`src/rtl/led_fill_monitor_pkg.sv`:
```
// Shared definitions for the LED fill-pattern monitor and its helpers.
//   - FSM state encodings (kept as plain localparams so legacy code can use them)
//   - therm_level(): thermometer-code decoder returning {legal, level}
package led_fill_monitor_pkg;

    localparam logic [1:0] ST_IDLE  = 2'd0;
    localparam logic [1:0] ST_TRACK = 2'd1;
    localparam logic [1:0] ST_FAULT = 2'd2;

    // Returns {legal, level}: legal=1 when value == (1<<k)-1 for some k in 0..width,
    // level=k. Level is 4 bits, so width is limited to 15.
    function automatic logic [4:0] therm_level(input logic [31:0] value,
                                               input int unsigned width);
        logic [4:0]  res;
        logic [32:0] pat;
        res = 5'd0;
        for (int unsigned k = 0; k <= 15; k++) begin
            pat = (33'd1 << k) - 33'd1;
            if ((k <= width) && ({1'b0, value} == pat)) begin
                res = {1'b1, 4'(k)};
            end
        end
        return res;
    endfunction

endpackage

```
`src/rtl/led_hold_timer.sv`:
```
// Hold timer: counts consecutive enabled clocks and pulses expire_o on the clock where
// the count has already reached HOLD_MAX-1 and is enabled once more.
//   clk_i      system clock
//   reset_i    asynchronous active-high reset
//   clear_i    synchronous clear (wins over enable)
//   enable_i   advance the count this clock
//   expire_o   combinational pulse: enabled while count == HOLD_MAX-1
module led_hold_timer #(
    parameter int unsigned HOLD_MAX = 8
) (
    input  logic clk_i,
    input  logic reset_i,
    input  logic clear_i,
    input  logic enable_i,
    output logic expire_o
);

    localparam int unsigned HOLD_W = $clog2(HOLD_MAX + 1);

    logic [HOLD_W-1:0] hold_q, hold_d;

    assign expire_o = enable_i && !clear_i && (hold_q == HOLD_W'(HOLD_MAX - 1));

    always_comb begin
        hold_d = hold_q;
        if (clear_i) begin
            hold_d = '0;
        end else if (enable_i && (hold_q != HOLD_W'(HOLD_MAX))) begin
            hold_d = hold_q + HOLD_W'(1);
        end
    end

    always_ff @(posedge clk_i or posedge reset_i) begin
        if (reset_i) begin
            hold_q <= '0;
        end else begin
            hold_q <= hold_d;
        end
    end

endmodule

```
`src/rtl/led_fill_monitor.sv`:
```
// Receive-side checker for the thermometer "fill" LED generator.
// Samples the LED bus through a two-stage pipeline (s1 new, s2 previous), decodes the
// fill level, checks each change is the legal successor, counts completed frames and
// flags sequence / stall faults. All outputs are registered; led_in_i -> outputs is
// 2 clocks.
//   clk_i          system clock
//   reset_i        asynchronous active-high reset
//   led_in_i       LED bus from the generator
//   level_o        decoded fill level (valid when level_valid_o)
//   level_valid_o  1 while tracking
//   frame_cnt_o    completed frames (WIDTH -> 0 wraps), saturating
//   err_seq_o      1-clock pulse on illegal value / transition
//   err_stall_o    1-clock pulse when value is stuck
//   fault_o        1 while in the fault state
module led_fill_monitor
    import led_fill_monitor_pkg::*;
#(
    parameter int unsigned WIDTH    = 8,
    parameter int unsigned HOLD_MAX = 8,
    parameter int unsigned CNT_W    = 16
) (
    input  logic             clk_i,
    input  logic             reset_i,
    input  logic [WIDTH-1:0] led_in_i,
    output logic [3:0]       level_o,
    output logic             level_valid_o,
    output logic [CNT_W-1:0] frame_cnt_o,
    output logic             err_seq_o,
    output logic             err_stall_o,
    output logic             fault_o
);

    logic [WIDTH-1:0] s1_q, s2_q;
    // s1 holds a real sample (not the reset value); keeps IDLE from locking onto reset zeros.
    logic             s1_vld_q;
    logic [1:0]       state_q, state_d;
    logic [3:0]       level_q, level_d;
    logic [CNT_W-1:0] frame_q, frame_d;
    logic             err_seq_q, err_seq_d;
    logic             err_stall_q, err_stall_d;

    logic [4:0] therm;
    logic       s1_legal;
    logic [3:0] s1_level;
    logic [3:0] next_level;
    logic       changed;
    logic       stall_expire;

    assign therm      = therm_level(32'(s1_q), WIDTH);
    assign s1_legal   = therm[4];
    assign s1_level   = therm[3:0];
    assign changed    = (s1_q != s2_q);
    assign next_level = (level_q == 4'(WIDTH)) ? 4'd0 : level_q + 4'd1;

    // Counts only while tracking an unchanged value; any change or other state clears it.
    led_hold_timer #(
        .HOLD_MAX (HOLD_MAX)
    ) u_hold_timer (
        .clk_i    (clk_i),
        .reset_i  (reset_i),
        .clear_i  ((state_q != ST_TRACK) || changed),
        .enable_i ((state_q == ST_TRACK) && !changed),
        .expire_o (stall_expire)
    );

    always_comb begin
        state_d     = state_q;
        level_d     = level_q;
        frame_d     = frame_q;
        err_seq_d   = 1'b0;
        err_stall_d = 1'b0;
        case (state_q)
            ST_IDLE: begin
                if (s1_vld_q && s1_legal) begin
                    state_d = ST_TRACK;
                    level_d = s1_level;
                end
            end
            ST_TRACK: begin
                if (!changed) begin
                    if (stall_expire) begin
                        err_stall_d = 1'b1;
                        state_d     = ST_FAULT;
                    end
                end else if (s1_legal && (s1_level == next_level)) begin
                    level_d = s1_level;
                    if ((level_q == 4'(WIDTH)) && (s1_level == 4'd0) && (frame_q != '1)) begin
                        frame_d = frame_q + CNT_W'(1);
                    end
                end else begin
                    err_seq_d = 1'b1;
                    state_d   = ST_FAULT;
                end
            end
            ST_FAULT: begin
                // Level keeps the last good value until the bus returns to empty.
                if (s1_q == '0) begin
                    state_d = ST_TRACK;
                    level_d = 4'd0;
                end
            end
            default: begin
                state_d = ST_IDLE;
            end
        endcase
    end

    always_ff @(posedge clk_i or posedge reset_i) begin
        if (reset_i) begin
            s1_q        <= '0;
            s2_q        <= '0;
            s1_vld_q    <= 1'b0;
            state_q     <= ST_IDLE;
            level_q     <= 4'd0;
            frame_q     <= '0;
            err_seq_q   <= 1'b0;
            err_stall_q <= 1'b0;
        end else begin
            s1_q        <= led_in_i;
            s2_q        <= s1_q;
            s1_vld_q    <= 1'b1;
            state_q     <= state_d;
            level_q     <= level_d;
            frame_q     <= frame_d;
            err_seq_q   <= err_seq_d;
            err_stall_q <= err_stall_d;
        end
    end

    assign level_o       = level_q;
    assign level_valid_o = (state_q == ST_TRACK);
    assign fault_o       = (state_q == ST_FAULT);
    assign frame_cnt_o   = frame_q;
    assign err_seq_o     = err_seq_q;
    assign err_stall_o   = err_stall_q;

endmodule

```
`config.mk`:
```
export PLATFORM = sky130hd
export DESIGN_NAME = led_fill_monitor
export DESIGN_NICKNAME = d
export VERILOG_FILES = /design/src/rtl/led_fill_monitor_pkg.sv /design/src/rtl/led_hold_timer.sv /design/src/rtl/led_fill_monitor.sv
export SDC_FILE = /design/constraint.sdc
export NUM_CORES = 1
export LEC_CHECK = 0
export BUFFER_PORTS_ARGS = -buffer_cell sky130_fd_sc_hd__buf_4
export CAP_MARGIN = 20
export CORE_ASPECT_RATIO = 0.9
export CORE_MARGIN = 5
export CORE_UTILIZATION = 53
export CTS_BUF_LIST = sky130_fd_sc_hd__clkbuf_8
export CTS_CLUSTER_DIAMETER = 60
export DETAILED_ROUTE_END_ITERATION = 12
export HOLD_SLACK_MARGIN = 0.06
export PLACE_DENSITY = 0.82
export SLEW_MARGIN = 20
export SYNTH_ARGS = -nofsm -noshare
export SYNTH_HDL_FRONTEND = slang
export SYNTH_SLANG_ARGS = --single-unit
```
`constraint.sdc`:
```
create_clock -name clk_i -period 2.15 [get_ports clk_i]
set_input_delay 0.215 -clock clk_i [delete_from_list [all_inputs] [get_ports clk_i]]
set_output_delay 0.215 -clock clk_i [all_outputs]
set_load 0.05 [all_outputs]
```
Word level (Yosys, flattened, before mapping)
Cells that the tools add are included.
{"block": "word_totals", "reg_bits": 45, "latch_bits": 0, "mem_bits_rw": 0, "mem_bits_ro": 0, "in_bits": 10, "wordCells": 83, "n_memories": 0}
{"block": "op_classes", "add_sub_neg": 3, "n_mul": 0, "div_mod_pow": 0, "order_cmp": 0, "eq_ne": 23, "shifts": 0, "n_mux": 29, "n_bitwise": 0, "reduce_logical": 19}
{"cell": "2-to-1 mux 5 bit", "count": 9}
{"cell": "2-to-1 mux 4 bit", "count": 7}
{"cell": "adder 16 x 1 -> 16 bit (second input constant)", "count": 1}
{"cell": "!= test 16 bit (second input constant)", "count": 1}
{"cell": "case mux 4 bit (3 select lines)", "count": 1}
{"cell": "2-to-1 mux 2 bit", "count": 5}
{"cell": "adder 4 x 1 -> 4 bit (second input constant)", "count": 2}
{"cell": "equality test 8 x 1 -> 1 bit (second input constant)", "count": 1}
{"cell": "equality test 8 x 2 -> 1 bit (second input constant)", "count": 1}
{"cell": "equality test 8 x 3 -> 1 bit (second input constant)", "count": 1}
{"cell": "equality test 8 x 4 -> 1 bit (second input constant)", "count": 1}
{"cell": "equality test 8 x 5 -> 1 bit (second input constant)", "count": 1}
{"cell": "equality test 8 x 6 -> 1 bit (second input constant)", "count": 1}
{"cell": "equality test 8 x 7 -> 1 bit (second input constant)", "count": 1}
{"cell": "equality test 8 bit (second input constant)", "count": 1}
{"cell": "logical AND 1 bit", "count": 8}
{"cell": "logical NOT 8 bit", "count": 1}
{"cell": "!= test 2 x 1 -> 1 bit (second input constant)", "count": 4}
{"cell": "!= test 8 bit", "count": 1}
{"cell": "AND reduction 4 bit", "count": 2}
{"cell": "2-to-1 mux 1 bit", "count": 6}
{"cell": "case mux 2 bit (3 select lines)", "count": 1}
{"cell": "AND reduction 5 bit", "count": 1}
{"cell": "equality test 4 x 3 -> 1 bit (second input constant)", "count": 1}
{"cell": "other kinds (14)", "count": 15}

Depth between registers and ports, before layout
Gate-level depths: netlist of run 1.
{"block": "logic_depth", "depth_word": 15, "ltp_mapped": 10}

Hierarchy
Synthesis of run 1 repeated with hierarchy kept, for this count alone.
{"block": "hier_totals", "hier_cells": 211, "hier_area_um2": 2279.7}
{"module": "led_fill_monitor", "instances": 1, "cells_each": 186, "area_each_um2": 2038.2, "seq_area_each_um2": 1026.0}
{"module": "led_hold_timer", "instances": 1, "cells_each": 25, "area_each_um2": 241.5, "seq_area_each_um2": 100.1}

Worst setup path before layout of run 1
No wires, ideal clock.
{"block": "synth_timing", "kind": "reg-to-reg", "startpoint": "reg level_q[0], in the netlist level_o[0]", "endpoint": "reg frame_q[11], in the netlist frame_cnt_o[11]", "t_arrival_ns": 2.440, "setup_slack_ns": -0.372, "stages_incl_launch_ff": 9, "n_path_buf": 1, "synth_period_minus_slack_ns": 2.522, "cell_sequence": "dfrtp_1 -> inv_1 -> ha_1 -> or3_1 -> a21oi_2 -> nand4b_4 -> buf_6 -> nor4_2 -> xor2_1"}
{"block": "synth_between", "elab_chain_len": 5}
{"element": "start, declared", "line_no": "led_fill_monitor.sv:37", "rtl": "logic [3:0] level_q, level_d;"}
{"element": "start signal, assigned", "line_no": "led_fill_monitor.sv:123", "rtl": "level_q <= level_d;"}
{"element": "adder 4 x 1 -> 4 bit / equality test 4 bit (equally long branches)", "line_no": "led_fill_monitor.sv:53, led_fill_monitor.sv:87"}
{"element": "2-to-1 mux 4 bit", "line_no": "led_fill_monitor.sv:53", "rtl": "assign next_level = (level_q == 4'(WIDTH)) ? 4'd0 : level_q + 4'd1;"}
{"element": "equality test 4 bit", "line_no": "led_fill_monitor.sv:85", "rtl": "end else if (s1_legal && (s1_level == next_level)) begin"}
{"element": "logical AND 1 bit", "line_no": "led_fill_monitor.sv:85"}
{"element": "AND reduction 4 bit (no line) *"}
{"element": "end signal, assigned", "line_no": "led_fill_monitor.sv:124", "rtl": "frame_q <= frame_d;"}
{"element": "end, declared", "line_no": "led_fill_monitor.sv:38", "rtl": "logic [CNT_W-1:0] frame_q, frame_d;"}
Every way passes the cells marked *; elsewhere a longest branch is shown, timed or not.
A chain may end at the register's enable or synchronous reset.

Worst setup path in the final report of run 1
{"block": "layout_timing", "startpoint": "reg s1_q[2]", "endpoint": "reg level_q[0], in the netlist level_o[0]"}
{"block": "layout_between", "elab_chain_len": 13}
{"element": "start, declared", "line_no": "led_fill_monitor.sv:33", "rtl": "logic [WIDTH-1:0] s1_q, s2_q;"}
{"element": "start signal, assigned", "line_no": "led_fill_monitor.sv:119", "rtl": "s1_q <= led_in_i;"}
{"element": "equality test 8 x 1 -> 1 bit / logical NOT 8 bit (equally long branches)", "line_no": "led_fill_monitor_pkg.sv:19, led_fill_monitor.sv:97"}
{"element": "2-to-1 mux 5 bit (8 in series)", "line_no": "led_fill_monitor_pkg.sv:19", "rtl": "if ((k <= width) && ({1'b0, value} == pat)) begin"}
{"element": "equality test 4 bit / 2-to-1 mux 5 bit (equally long branches)", "line_no": "led_fill_monitor.sv:85, led_fill_monitor_pkg.sv:19"}
{"element": "logical AND 1 bit (on tied branches)", "line_no": "led_fill_monitor.sv:85, led_fill_monitor.sv:74"}
{"element": "!= test 2 x 1 -> 1 bit (no line) / != test 2 bit (equally long branches)"}
{"element": "AND reduction 5 bit (no line)"}
Parallel ways exist; a longest one is shown, timed or not. The select of a mux whose other input is x is not followed.

==> flow_summary.toml, run 1 <==
[yosys]
synthCells = 212
synth_top_flop_cell = "dfrtp_1"
yosys_register_bits = 45
synth_top_area_share_pct = 48.3
synthArstFlopShare_pct = 100
ys_seq_area_share_pct = 48.3
synth_top_area_cell = "dfrtp_1"
synth.avg_cell_area_sq_um = 11.0
synth_fp_nets = 231
netlist_area_sq_um = 2330
yosysUniqueCellTypes = 43
yosysWarnings = 0
synthTopCellsByArea = "dfrtp_1 (48%), xor2_1 (6.0%), xnor2_1 (4.9%)"
synth-edff-count = 0

[power_and_ir_drop]
p_switching_mw = 0.898
seqPwrFrac_pct = 39.5
p_per_area_nw_per_um2 = 646
p_clk_share_pct = 25.0
pwr-share-comb_pct = 35.5
max-vdd-ir-drop_mv = 0.616
p_int_mw = 1.50
leakagePower_nw = 1.90
p_sw_share_pct = 37.4

[placement]
place_hpwl_mm = 3.61
placed_cells = 337
io_buffers = 33
gp_congestion = 0.835
place_area_sq_um = 3030

[drt]
via_per_inst = 6.38
num_vias = 2419
drcViolationCount = 0
drt_pass1_iterations = 5
routedWlPerCell_microns = 25.6
wl_mm = 9.70
first_iter_violations = 284
ant_nets = 0

[clock_network]
cts_buffers = 5
tritoncts = "done"
htreeDepth = 2
clock-root-buffer = "clkbuf_8"
cts.path.max_buffers = 2
clkTransAtPathRegs_ns = 0.11
clock-sinks = 45
clock_latency_ns = 0.32

[sta]
rsz0062_at_grt = "true"
worst_slew_pin_slew_ns = 0.815
final.setup.worst_slack_ns = -0.419
max_freq_mhz = 389
fin_worst_skew_ns = 0.0194
min_period_over_period_pct = 119
slew_viol_final = 0
hold_viol = 0
finalWorstPathRequiredPeriod_ns = 2.57
finalSetupViolations = 26
max-slew-margin-rel_pct = 45.5

[die]
rows = 22
dieArea_sq_um = 5830
die_h_microns = 73.0
io_pins = 34
core_area_sq_um = 4160
start_util_pct = 56.1
die_x_microns = 79.9

[setup_path]
startpoint_type = "flip-flop"
critical_path_required_ns = 2.38
crit_arrival_ns = 2.80
end_kind = "flip-flop"
crit_type = "flip-flop to flip-flop"
cp_max_fo = 5

[final_layout]
syn2layout_area_growth_pct = 59.1
antennaDiodeCount = 0
nets = 337
drive_gt1_share_pct = 52.7
final_cells = 379
fin_area_sq_um = 3710

[run]
cap_violations = 0

[grt]
antenna_found_initial = 0
overflow = 0
grt_usage_pct = 30.7
grt_pass1_vias = 2303
grt_max_degree = 46
grt_pass1_wl_mm = 13.2

[worst_hold_path]
hp-class = "flip-flop to flip-flop"

[outcome]
status = "finished, violations left"
violations = "negative setup slack"
metrics by stage:
step,hold WS (ns),power [mW],setup slack [ns],setup TNS [ns],util [%]
2_1_floorplan,0.246,1.42,-0.0841,-0.467,-
3_3_place_gp,0.324,1.64,-0.165,-2.14,72.8
3_5_place_dp,0.325,1.66,-0.214,-2.86,72.8
4_1_cts,0.504,2.29,-0.137,-1.77,86.0
5_1_grt,0.526,2.48,-0.556,-9.49,89.3
6_report,0.520,2.40,-0.419,-6.89,89.3
layout make-up:
class / count / area (sq um)
fill: 142 / 443
sequential: 45 / 1140
timing repair buffer: 103 / 893
clock inverter: 3 / 26.3
tap: 60 / 75.1
multi-input combinational: 149 / 1450
clock buffer: 5 / 68.8
inverter: 14 / 52.6
routing by layer:
metal	share of wire (%)	vias to the layer above	wire length [microns]	GRT usage, %
li1	-	948	-	-
met1	37	1197	3600	40.2
met2	47	212	4580	49.3
met3	9.5	62	924	6.42
met4	6.1	0	593	13.7
met5	0	-	0	0
power groups by stage:
stage	Sequential, mW	Combinational, mW	Clock [mW]
CTS	0.939	0.773	0.581
floorplan	1.01	0.417	0
detailed placement	0.954	0.701	0
global route	0.957	0.887	0.636
global placement	0.951	0.688	0
finish	0.948	0.850	0.600
cell usage in the layout (no fill, tap or decap), types with 3 or more instances in the layout:
cell type / instances
nand4_1: 4
or3_4: 4
buf_12: 3
nand2b_1: 5
nor2_1: 5
mux2i_1: 5
dfrtp_2: 15
xor2_1: 15
buf_6: 16
inv_2: 3
inv_6: 3
nor4_4: 12
dlygate4sd3_1: 9
dfrtp_1: 30
nand2_1: 11
ha_1: 8
inv_1: 10
nand3_1: 9
clkbuf_8: 5
nand2_2: 3
xnor2_1: 13
nor3_4: 4
nor2b_1: 3
buf_4: 75
state kept, by name (all words and copies together), names as in the netlist, 2 cells and up:
| name | cells |
|---|---|
| s1_q | 8 |
| state_q | 2 |
| frame_cnt_o | 16 |
| u_hold_timer.hold_q | 4 |
| s2_q | 8 |
| level_o | 4 |
cells in the mapped netlist, types with 2 or more instances:
cell	n
nor2b_1	5
and4_1	2
or3_1	3
ha_1	9
nor3_1	8
nand3_1	10
nand4_1	4
inv_1	14
buf_2	3
nor2_1	7
a31oi_1	2
dfrtp_1	45
o21ai_0	5
nor4_1	5
a21o_1	2
or2_2	3
a21oi_1	3
xnor2_1	13
nand2_1	14
nor4_2	9
mux2i_1	5
xor2_1	16
nand2b_1	5
worst paths after layout:
kind	cells after the start	slack (ns)	to	start
min	1	0.52	frame_cnt_o[9]	frame_cnt_o[9]
max reg2reg	9	-0.42	level_o[0]	s1_q[2]
min reg2reg	1	0.52	frame_cnt_o[9]	frame_cnt_o[9]
max in group asynchronous	4	1.10	level_o[1]	reset_i
min in group asynchronous	4	0.61	s1_q[5]	reset_i
max	9	-0.42	level_o[0]	s1_q[2]
worst max-delay path, stage by stage, from the launching register on:
cell	delay (ns)
dfrtp_1	0.46
nand4_4	0.18
buf_4	0.18
nor4b_1	0.43
a31o_2	0.25
xnor2_1	0.18
nand4b_1	0.18
a21o_1	0.24
buf_4	0.16
mux2i_1	0.20
kinds of logic (layout without fill, tap and decap cells):
| group | Yosys count | count (layout) | share of synthesized area (%) |
|---|---|---|---|
| AND/OR/NAND/NOR | 82 | 83 | 22.9 |
| flip-flops | 45 | 45 | 48.3 |
| XOR/XNOR | 29 | 29 | 10.9 |
| AO/OA/AOI/OAI | 20 | 20 | 6.33 |
| buffers and inverters | 19 | 125 | 3.54 |
| adder cells (fa/ha/maj) | 9 | 9 | 4.83 |
| multiplexers | 7 | 7 | 3.11 |
| other | 1 | 1 | 0.161 |
what timing repair did:
| action | in CTS | in global routing |
|---|---|---|
| hold endpoints to repair | 35 | 0 |
| pin swaps | 29 | 20 |
| setup buffers | 17 | 8 |
| setup endpoints to repair | 22 | 24 |
| resized for setup | 43 | 20 |
| gates cloned | 1 | 0 |
| hold buffers | 9 | 0 |
No activity file was read; power rests on OpenSTA's default activity.
==> run 2, diff against run 1 <==
Settings changed: CORE_UTILIZATION 53 to 58, PLACE_DENSITY 0.82 to 0.85.
Clock period 2.15 ns to 2.77 ns, I/O delays scaled along.
==> run 2 against run 1 <==
Net effect:
- the flow now finishes without violations
- die area is 7.5% lower
- register-to-register slack better by 0.63 ns
- wire length shrank 57%
- setup slack improved by 0.63 ns
- sequential share of layout area is 11 points higher
- critical path type unchanged
- largest cell class is now sequential cells
- largest power group unchanged
- highest routed layer unchanged
==> flow_summary.toml, run 2 (synthesis gave the netlist of run 1 again) <==
[outcome]
status = "completed"

[sta]
max-slew-margin-rel_pct = 41.6
rsz0062_at_grt = "false"
worst_slew_pin_slew_ns = 0.871
finalWorstPathRequiredPeriod_ns = 2.56
tns_ns = 0
max_freq_mhz = 391
slew_viol_final = 0
min_period_over_period_pct = 92.3
hold_viol = 0
fin_worst_skew_ns = 0.00758
finalSetupViolations = 0

[power_and_ir_drop]
leakagePower_nw = 1.28
p_per_area_nw_per_um2 = 590
max-vdd-ir-drop_mv = 0.383

[drt]
routedWlPerCell_microns = 14.1
drt_pass1_iterations = 5
first_iter_violations = 54
num_vias = 1645
via_per_inst = 5.56
ant_nets = 0
wl_mm = 4.18
drcViolationCount = 0

[clock_network]
cts_resized = 0
cts_hold_buf = 0
tritoncts = "done"
postCtsSetupBuffers = 0
clock-sinks = 45
htreeDepth = 2
cts_buffers = 5
clkTransAtPathRegs_ns = 0.09
clock_latency_ns = 0.29
clock-root-buffer = "clkbuf_8"
cts.path.max_buffers = 2

[die]
die_x_microns = 76.9
die_h_microns = 70.2
core_area_sq_um = 3810
start_util_pct = 61.2
rows = 21
io_pins = 34
dieArea_sq_um = 5390

[grt]
grt_max_degree = 27
antenna_found_initial = 0
grt_pass1_vias = 1608
grt_pass1_wl_mm = 7.36
overflow = 0
grt_usage_pct = 16.6

[setup_path]
reg2regPathDepth = 7
critical_path_required_ns = 2.96
r2r_setup_slack_ns = 0.21
end_kind = "flip-flop"
crit_type = "flip-flop to flip-flop"
startpoint_type = "flip-flop"
cp_max_fo = 16
crit_arrival_ns = 2.74
rr_endpoint = "frame_cnt_o[1]"
r2r_start = "s1_q[3]"

[placement]
io_buffers = 33
gp_congestion = 0.834
place_hpwl_mm = 3.17

[final_layout]
postLayoutCoreUtil_pct = 71.2
fillers = 295
largest_reg_flops = 16
nets = 268
antennaDiodeCount = 0
final_common_cell = "dfrtp_1"
final_cell_mix = "dfrtp_1 (45), buf_4 (35), xor2_1 (16)"
drive_gt1_share_pct = 25.2
syn2layout_area_growth_pct = 16.3

[run]
cap_violations = 0

[worst_hold_path]
hp-class = "input pin to asynchronous set/reset pin"
[run 2: how the worst max path moves through the flow]
| stage | start | endpoint | slack [ns] | depth (start not counted) |
|---|---|---|---|---|
| 5_1_grt | s1_q[1] | frame_cnt_o[13] | 0.04 | 7 |
| 2_1_floorplan | level_o[0] | frame_cnt_o[11] | 0.25 | 8 |
| 3_3_place_gp | s1_q[3] | frame_cnt_o[1] | 0.33 | 7 |
| 3_5_place_dp | s1_q[3] | frame_cnt_o[1] | 0.23 | 7 |
| 4_1_cts | s1_q[3] | frame_cnt_o[1] | 0.21 | 7 |
| 6_report | s1_q[3] | frame_cnt_o[1] | 0.21 | 7 |
[run 2: worst max-delay path, stage by stage (launching register included)]
cell and delay (ns):
dfrtp_1 0.43, or3_1 0.42, nor3_1 0.27, a21oi_1 0.15
a21oi_2 0.23, nand4b_4 0.30, nor2_1 0.28, mux2_2 0.36
[run 2: layout make-up]
| class | instances | area (sq um) | area share (%) |
|---|---|---|---|
| Sequential cell | 45 | 1130 | 41.5 |
| Tap cell | 46 | 57.6 | 2.12 |
| Timing Repair Buffer | 35 | 263 | 9.68 |
| Multi-Input combinational cell | 148 | 1120 | 41.4 |
| Inverter | 14 | 52.6 | 1.94 |
| Clock buffer | 5 | 68.8 | 2.54 |
| Clock inverter | 3 | 21.3 | 0.784 |
[run 2: metrics by stage]
stage	hold slack [ns]	power, mW	instance area [sq um]	setup WS (ns)	cells
4_1_cts	0.0765	1.61	2710	0.207	296
2_1_floorplan	0.308	1.09	2330	0.248	212
5_1_grt	0.0636	1.70	2710	0.0429	296
3_5_place_dp	0.388	1.20	2620	0.227	288
3_3_place_gp	0.386	1.20	2620	0.329	288
6_report	0.0550	1.60	2710	0.212	296
[run 2: where the power goes]
part / switching, mW / internal, mW / total, mW
logic: 0.282 / 0.176 / 0.458
clock network: 0.231 / 0.179 / 0.410
registers: 0.0368 / 0.697 / 0.734
[run 2: routing by layer]
layer	part of all wire, %	track usage, %	wire length (microns)	vias up
met5	0	0	0	-
met4	0.65	5.63	27	0
met3	4.7	4.37	196	2
met2	44	24.8	1850	33
met1	50	23.3	2100	797
li1	-	-	-	813
==> run 3, diff against run 2 <==
Settings changed: CORE_UTILIZATION 58 to 30, GPL_TIMING_DRIVEN set to 0, PLACE_DENSITY 0.85 to 0.51, SLEW_MARGIN 20 to not set.
==> run 3 against run 2 <==
Net effect:
- first-iteration DRC count stayed put
- wire length is 9.0% higher
- highest routed layer unchanged
- final area is 6.1% higher
==> flow_summary.toml, run 3 (synthesis gave the netlist of run 1 again) <==
[sta]
max_freq_mhz = 404
min_period_over_period_pct = 89.4
max-slew-margin-rel_pct = 65.4
finalWorstPathRequiredPeriod_ns = 2.48
tns_ns = 0
worst_slew_pin_slew_ns = 0.516
finalSetupViolations = 0
rsz0062_at_grt = "false"
fin_worst_skew_ns = 0.0142
slew_viol_final = 0
hold_viol = 0

[die]
start_util_pct = 30.9
core_area_sq_um = 7540
dieArea_sq_um = 9640
die_h_microns = 93.7
io_pins = 34
rows = 30
die_x_microns = 103

[final_layout]
drive_gt1_share_pct = 25.8
fillers = 772
nets = 278
final_cell_mix = "dfrtp_1 (45), buf_4 (33), xor2_1 (16)"
fin_area_sq_um = 2880
antennaDiodeCount = 0
largest_reg_flops = 16
syn2layout_area_growth_pct = 23.4
postLayoutCoreUtil_pct = 38.2
final_common_cell = "dfrtp_1"

[setup_path]
startpoint_type = "flip-flop"
crit_arrival_ns = 2.70
reg2regPathDepth = 8
cp_max_fo = 10
r2r_start = "s1_q[3]"
critical_path_required_ns = 3.00
r2r_setup_slack_ns = 0.29
end_kind = "flip-flop"
crit_type = "flip-flop to flip-flop"
rr_endpoint = "frame_cnt_o[6]"

[placement]
place_area_sq_um = 2720
place_hpwl_mm = 3.36
io_buffers = 33
gp_congestion = 0.724

[power_and_ir_drop]
max-vdd-ir-drop_mv = 0.251
leakagePower_nw = 1.33
p_per_area_nw_per_um2 = 569

[grt]
antenna_found_initial = 0
gr-max-usage-layer = "met1"
overflow = 0
grtUsageMet3_pct = 2.23
grt_usage_pct = 10.1
grt_pass1_wl_mm = 7.79
grt_use_met1_pct = 15.4
grtUsageMet2_pct = 13.8
grt_pass1_vias = 1605
grt_max_degree = 30

[clock_network]
clock-sinks = 45
cts.path.max_buffers = 2
tritoncts = "done"
cts_resized = 0
postCtsSetupBuffers = 0
htreeDepth = 2
cts_hold_buf = 1
clkTransAtPathRegs_ns = 0.09
clock_latency_ns = 0.30
cts_buffers = 5
clock-root-buffer = "clkbuf_8"

[run]
cap_violations = 0

[drt]
wl_mm = 4.55
drt_pass1_iterations = 3
drcViolationCount = 0
routedWlPerCell_microns = 12.8
via_per_inst = 4.53
first_iter_violations = 54
num_vias = 1613
ant_nets = 0

[worst_hold_path]
hp-class = "input pin to flip-flop"
min_from = "led_in_i[3]"
holdPathEnd = "s1_q[3]"
min_path_cells = 1

[outcome]
status = "completed"
## run 3: changes by cell type in the layout (fill, tap and decap cells not counted), sizes merged
| cell | delta |
|---|---|
| buf | +3 |
| clkbuf | +2 |
| clkinv | -2 |
| dlygate4sd3 | +6 |
| inv | +1 |
## run 3: worst max path at each step
| stage | slack [ns] | depth (start not counted) | end | startpoint |
|---|---|---|---|---|
| after detailed placement | 0.33 | 9 | frame_cnt_o[5] | s1_q[7] |
| after global routing | 0.12 | 9 | frame_cnt_o[5] | s1_q[1] |
| after global placement | 0.32 | 8 | frame_cnt_o[6] | s1_q[4] |
| final | 0.29 | 8 | frame_cnt_o[6] | s1_q[3] |
| after floorplan | 0.25 | 8 | frame_cnt_o[11] | level_o[0] |
| after CTS | 0.31 | 8 | frame_cnt_o[6] | s1_q[3] |
## run 3: stage by stage
step / setup slack, ns / instances / power, mW / hold slack, ns
after detailed placement: 0.334 / 342 / 1.21 / 0.289
after global routing: 0.120 / 356 / 1.73 / 0.0611
final: 0.295 / 356 / 1.64 / 0.0826
after floorplan: 0.248 / 212 / 1.09 / 0.308
after global placement: 0.321 / 341 / 1.21 / 0.355
after CTS: 0.311 / 351 / 1.66 / 0.0610
## run 3: layout make-up
| type | instances | area (sq um) | share of cell area [%] |
|---|---|---|---|
| Clock buffer | 6 | 82.6 | 2.87 |
| Tap cell | 96 | 120 | 4.17 |
| Sequential cell | 45 | 1130 | 39.1 |
| Timing Repair Buffer | 40 | 328 | 11.4 |
| Buffer | 5 | 30.0 | 1.04 |
| Clock inverter | 2 | 16.3 | 0.565 |
| Inverter | 14 | 52.6 | 1.82 |
| Multi-Input combinational cell | 148 | 1120 | 39.1 |
## run 3: layer usage
layer | share of wire [%] | routed length (microns) | vias up
li1 | - | - | 826
met1 | 52 | 2380 | 760
met2 | 43 | 1950 | 23
met3 | 3.6 | 165 | 4
met4 | 1.2 | 55 | 0
met5 | 0 | 0 | -
## run 3: worst max-delay path: stages, from the launching register on
cell and delay [ns]:
dfrtp_1 0.44, or3_1 0.42, nor3_1 0.27, a21oi_1 0.16, a21oi_2 0.22, nand4b_4 0.18, buf_6 0.20, nor4_2 0.34
xor2_1 0.18
## run 3: power breakdown
part	internal [mW]	switching, mW	total, mW	leakage [nW]
registers	0.697	0.0321	0.729	0.584
clock network	0.206	0.232	0.438	0.0478
logic	0.185	0.286	0.471	0.696
total	1.09	0.550	1.64	1.33
